**config.mk**
```make
export PLATFORM = sky130hd
export DESIGN_NAME = mem_stage
export DESIGN_NICKNAME = d
export VERILOG_FILES = /design/src/rtl/mem_stage.sv
export SDC_FILE = /design/constraint.sdc
export NUM_CORES = 1
export LEC_CHECK = 0
export CORE_MARGIN = 2
export CORE_UTILIZATION = 39
export CTS_CLUSTER_SIZE = 40
export DETAILED_ROUTE_END_ITERATION = 12
export PLACE_DENSITY = 0.85
export SKIP_CTS_REPAIR_TIMING = 1
export SLEW_MARGIN = 5
export SYNTH_ARGS = -nofsm -noshare
export SYNTH_HDL_FRONTEND = slang
export SYNTH_SLANG_ARGS = --single-unit
```
**constraint.sdc**
```tcl
create_clock -name clk -period 4.7 [get_ports clk]
set_clock_uncertainty 0.15 [all_clocks]
set_input_delay 0.705 -clock clk [delete_from_list [all_inputs] [get_ports clk]]
set_output_delay 0.705 -clock clk [all_outputs]
set_load 0.01 [all_outputs]
```
**src/rtl/mem_stage.sv**
```systemverilog
// Memory-access stage: word load/store over the shared request/grant/ready bus,
// misalignment detection and the MEM/WB pipeline register.
module mem_stage (
    input  logic        clk,
    input  logic        reset,
    input  logic        stall,
    input  logic        flush,
    output logic        busy,
    input  logic [29:0] ex_pc,
    input  logic        ex_en,
    input  logic        ex_br_flag,
    input  logic [1:0]  ex_mem_op,
    input  logic [31:0] ex_mem_wr_data,
    input  logic [1:0]  ex_ctrl_op,
    input  logic [4:0]  ex_dst_addr,
    input  logic        ex_gpr_we_,
    input  logic [2:0]  ex_exp_code,
    input  logic [31:0] ex_out,
    output logic        bus_req_,
    input  logic        bus_grnt_,
    output logic        bus_as_,
    output logic        bus_rw,
    output logic [29:0] bus_addr,
    output logic [31:0] bus_wr_data,
    input  logic [31:0] bus_rd_data,
    input  logic        bus_rdy_,
    output logic [29:0] mem_pc,
    output logic        mem_en,
    output logic        mem_br_flag,
    output logic [1:0]  mem_ctrl_op,
    output logic [4:0]  mem_dst_addr,
    output logic        mem_gpr_we_,
    output logic [2:0]  mem_exp_code,
    output logic [31:0] mem_out
);

    localparam logic [1:0] MEM_OP_NOP  = 2'b00;
    localparam logic [1:0] MEM_OP_LDW  = 2'b01;
    localparam logic [1:0] CTRL_OP_NOP = 2'b00;
    localparam logic [2:0] EXP_NO_EXP  = 3'b000;
    localparam logic [2:0] EXP_MISS_AL = 3'b100;

    typedef enum logic [1:0] {
        ST_IDLE   = 2'b00,
        ST_REQ    = 2'b01,
        ST_ACCESS = 2'b10,
        ST_STALL  = 2'b11
    } state_t;

    state_t      r_state;
    state_t      w_next;
    logic [31:0] r_rd_buf;
    logic        w_rd_buf_we;
    logic        w_mem_valid;
    logic        w_acc_req;
    logic        w_miss_align;
    logic [31:0] w_ld_data;

    assign w_mem_valid  = ex_en && (ex_mem_op != MEM_OP_NOP) && (ex_exp_code == EXP_NO_EXP);
    assign w_acc_req    = w_mem_valid && (ex_out[1:0] == 2'b00) && !flush;
    assign w_miss_align = w_mem_valid && (ex_out[1:0] != 2'b00);

    assign bus_addr    = ex_out[31:2];
    assign bus_wr_data = ex_mem_wr_data;
    assign bus_rw      = (ex_mem_op == MEM_OP_LDW);

    // Once the pipeline is stalled externally after ready, the bus value is gone.
    assign w_ld_data = (r_state == ST_STALL) ? r_rd_buf : bus_rd_data;

    always_ff @(posedge clk or posedge reset) begin
        if (reset) begin
            r_state  <= ST_IDLE;
            r_rd_buf <= 32'h0;
        end else begin
            r_state <= w_next;
            if (w_rd_buf_we) begin
                r_rd_buf <= bus_rd_data;
            end
        end
    end

    always_comb begin
        w_next      = r_state;
        bus_req_    = 1'b1;
        bus_as_     = 1'b1;
        busy        = 1'b0;
        w_rd_buf_we = 1'b0;
        unique case (r_state)
            ST_IDLE: begin
                if (w_acc_req) begin
                    bus_req_ = 1'b0;
                    busy     = 1'b1;
                    w_next   = ST_REQ;
                end
            end
            ST_REQ: begin
                bus_req_ = 1'b0;
                busy     = 1'b1;
                if (!bus_grnt_) begin
                    bus_as_ = 1'b0;
                    w_next  = ST_ACCESS;
                end
            end
            ST_ACCESS: begin
                bus_req_ = 1'b0;
                if (bus_rdy_) begin
                    busy = 1'b1;
                end else begin
                    w_rd_buf_we = 1'b1;
                    w_next      = stall ? ST_STALL : ST_IDLE;
                end
            end
            ST_STALL: begin
                if (!stall) begin
                    w_next = ST_IDLE;
                end
            end
            default: w_next = ST_IDLE;
        endcase
        // Strobes drop the moment reset rises, not at the next edge.
        if (reset) begin
            bus_req_ = 1'b1;
            bus_as_  = 1'b1;
            busy     = 1'b0;
        end
    end

    always_ff @(posedge clk or posedge reset) begin
        if (reset) begin
            mem_pc       <= 30'h0;
            mem_en       <= 1'b0;
            mem_br_flag  <= 1'b0;
            mem_ctrl_op  <= CTRL_OP_NOP;
            mem_dst_addr <= 5'h0;
            mem_gpr_we_  <= 1'b1;
            mem_exp_code <= EXP_NO_EXP;
            mem_out      <= 32'h0;
        end else if (!stall) begin
            if (flush) begin
                mem_pc       <= 30'h0;
                mem_en       <= 1'b0;
                mem_br_flag  <= 1'b0;
                mem_ctrl_op  <= CTRL_OP_NOP;
                mem_dst_addr <= 5'h0;
                mem_gpr_we_  <= 1'b1;
                mem_exp_code <= EXP_NO_EXP;
                mem_out      <= 32'h0;
            end else if (w_miss_align) begin
                mem_pc       <= ex_pc;
                mem_en       <= ex_en;
                mem_br_flag  <= ex_br_flag;
                mem_ctrl_op  <= CTRL_OP_NOP;
                mem_dst_addr <= 5'h0;
                mem_gpr_we_  <= 1'b1;
                mem_exp_code <= EXP_MISS_AL;
                mem_out      <= 32'h0;
            end else begin
                mem_pc       <= ex_pc;
                mem_en       <= ex_en;
                mem_br_flag  <= ex_br_flag;
                mem_ctrl_op  <= ex_ctrl_op;
                mem_dst_addr <= ex_dst_addr;
                mem_gpr_we_  <= ex_gpr_we_;
                mem_exp_code <= ex_exp_code;
                mem_out      <= (ex_mem_op == MEM_OP_LDW) ? w_ld_data : ex_out;
            end
        end
    end

endmodule

```
==> reports/metrics.yaml <==
status:
  outcome: "complete, no violations"
worst_setup_path:
  cp-start-kind: "input pin"
  timing.rr.start: "r_state[0]"
  path_class: "input pin to output port"
  critical_path.max_fanout: 5
  r2r_slack_ns: 2.39
  rr_endpoint: "mem_out[1]"
  critical_path_required_ns: 3.85
  r2r.worst_path.cells: 4
  timing.critical_path.arrival_ns: 2.90
  cp-end-kind: "output port"
power_and_ir_drop:
  irDropWorstVdd_mv: 0.217
  power.static_leakage_nw: 3.17
  power_density_nw_per_um2: 386
clock_tree:
  cts_tree: "built"
  ctsRootBufferMaster: "sky130_fd_sc_hd__clkbuf_16"
  cts.reportedPaths.clkPinSlew_ns: 0.07
  h-tree-depth: 3
  cts_buffers: 9
  clock_sink_count: 109
  latest_clock_arrival_within_the_worst_skew_pair_ns: 0.34
  clock_tree.buffer_depth: 2
yosys:
  synth.distinct_cells: 36
  post_synth_instance_area_um2: 5220
  synth_nets: 618
  synth.avg_cell_area_um2: 11.1
  synthCells: 471
  synth.ff_latch_count: 109
  synth_seq_area_share_pct: 52.3
  synth-warning-count: 0
detailed_routing:
  wire_per_inst_um: 18.6
  route.antenna.remaining_nets: 0
  postRouteWirelength_mm: 14.8
  vias_per_cell: 5.40
  iter_0_drt_violations: 256
  routed-via-count: 4286
  remaining_drc_errors: 0
  drt-pass1-iter-count: 4
layout:
  final-seq-area_um2: 2730
  num_antenna_cells: 0
  most-common-layout-cells: "222 x sky130_fd_sc_hd__clkdlybuf4s50_1, 108 x sky130_fd_sc_hd__dfrtp_1, 40 x sky130_fd_sc_hd__a22o_1"
  fin_nets: 761
  fillers: 1088
  drive_gt1_share_pct: 10.2
  multi_input_comb_area_um2: 1860
  syn_to_final_growth_pct: 41.3
  final_common_cell: "sky130_fd_sc_hd__clkdlybuf4s50_1"
placed_design:
  post-dp-hpwl_mm: 10.4
  portbufs: 223
  dp_slack_ns: 0.950
  gp_routability_congestion: 0.870
hold_path:
  min_from: "mem_gpr_we_"
  worst_hold_path_type: "flop to flop"
  whs_endpoint: "mem_gpr_we_"
  hold-path-cell-count: 2
sta:
  final_max_slew_viol_count: 0
  fmax_mhz: 266
  timing.final.setup_violations: 0
  grt_setup_unrepaired: "no"
  fin_setup_tns_ns: 0
  slew-limit-headroom_pct: 24.6
  fin_crit_sh_pct: 79.9
  timing.final.hold_violations: 0
  max_slew.worst_pin.slew_ns: 1.13
  post-route-worst-setup-slack_ns: 0.943
  min_cycle_time_layout_ns: 3.76
grt:
  first_pass_grt_wire_length_mm: 23.3
  vias_in_the_first_global_route: 4490
  total_global_routing_track_utilization_pct: 20.6
  global_route.overflow_total: 0
  grt_max_degree: 72
  antenna_found_initial: 0
floorplanning:
  die_h_um: 120
  start_util_pct: 39.8
  die_width_um: 120
  die_area_um2: 14300
  io-pin-count: 288
  floorplan.rows: 42
  core_region_area_um2: 13100
run:
  max-cap-violations: 0
## synthesized netlist by cell type (all sizes together)
cell type  count  area share (%)
a211o          1            0.34
a211oi        32             4.6
a21boi         2            0.29
a21o           1            0.14
a21oi          2            0.19
a221oi         1            0.17
a22o          40             6.7
a2bb2oi        1            0.17
a311oi         1            0.17
and3          32             3.8
buf           74              10
clkbuf        24             1.7
dfrtp        108              52
dfstp          1            0.50
inv            3            0.22
mux2          32             6.9
nand2         36             2.6
nand2b         4            0.48
nand3          1           0.096
nor2          33             2.4
nor3           2            0.19
nor3b          2            0.38
nor4b          1            0.46
o21ai          1           0.096
o22a           1            0.17
o31ai         33             4.7
or2            1            0.12
or3b           1            0.17
## layout make-up
class | count | share of cell area, %
Clock buffer | 10 | 3.10
Timing Repair Buffer | 230 | 30.9
Multi-Input combinational cell | 261 | 25.1
Sequential cell | 109 | 37.0
Clock inverter | 5 | 0.712
Tap cell | 176 | 2.98
Inverter | 3 | 0.187
## worst max path at each step
stage,end,cells after the start,slack (ns),startpoint
floorplan,bus_as_,2,0.52,reset
global placement,bus_req_,5,0.98,ex_exp_code[0]
global route,bus_req_,5,0.88,ex_exp_code[0]
finish,bus_req_,5,0.94,ex_exp_code[0]
CTS,bus_req_,5,0.93,ex_exp_code[0]
detailed placement,bus_req_,5,0.95,ex_exp_code[0]
## flip-flops by register name (all words and copies together), names as in the netlist, 2 cells and up
| register | flops |
|---|---|
| mem_out | 32 |
| r_state | 2 |
| mem_pc | 30 |
| r_rd_buf | 32 |
| mem_exp_code | 3 |
| mem_ctrl_op | 2 |
| mem_dst_addr | 5 |
## stage by stage
| stage | cell area [um^2] | power [W] | instances | hold slack (ns) | utilization, % |
|---|---|---|---|---|---|
| after floorplan | 5220 | 0.00177 | 471 | 0.320 | - |
| after global placement | 7100 | 0.00209 | 779 | 0.302 | 54.0 |
| after detailed placement | 7100 | 0.00213 | 779 | 0.305 | 54.0 |
| after CTS | 7380 | 0.00287 | 794 | 0.316 | 56.2 |
| after global routing | 7380 | 0.00300 | 794 | 0.345 | 56.2 |
| final | 7380 | 0.00285 | 794 | 0.315 | 56.2 |
## where the power goes
part,internal (W),switching (W)
Sequential,0.00114,0.000152
Clock,0.000408,0.000325
Combinational,0.000467,0.000348
## critical path, stage by stage
cell                              delay (ns)
sky130_fd_sc_hd__clkdlybuf4s50_1        0.46
sky130_fd_sc_hd__nor4b_4                0.50
sky130_fd_sc_hd__a311oi_1               0.24
sky130_fd_sc_hd__or3b_2                 0.50
sky130_fd_sc_hd__clkdlybuf4s50_1        0.49
## metal layers
layer / vias up / routed length [um] / GRT usage, %
met3: 41 / 912 / 4.56
li1: 1918 / - / -
met4: 0 / 480 / 10.4
met2: 188 / 7440 / 34.9
met5: - / 0 / 0
met1: 2139 / 5980 / 24.6
## cells by family after synthesis
family / Yosys count / synth area share [%]
buffers and inverters: 101 / 12.3
AOI/OAI and AO/OA: 116 / 17.8
and+or+nand+nor: 113 / 10.7
muxes: 32 / 6.90
DFF: 109 / 52.3
(Power assumes the default switching activity.)
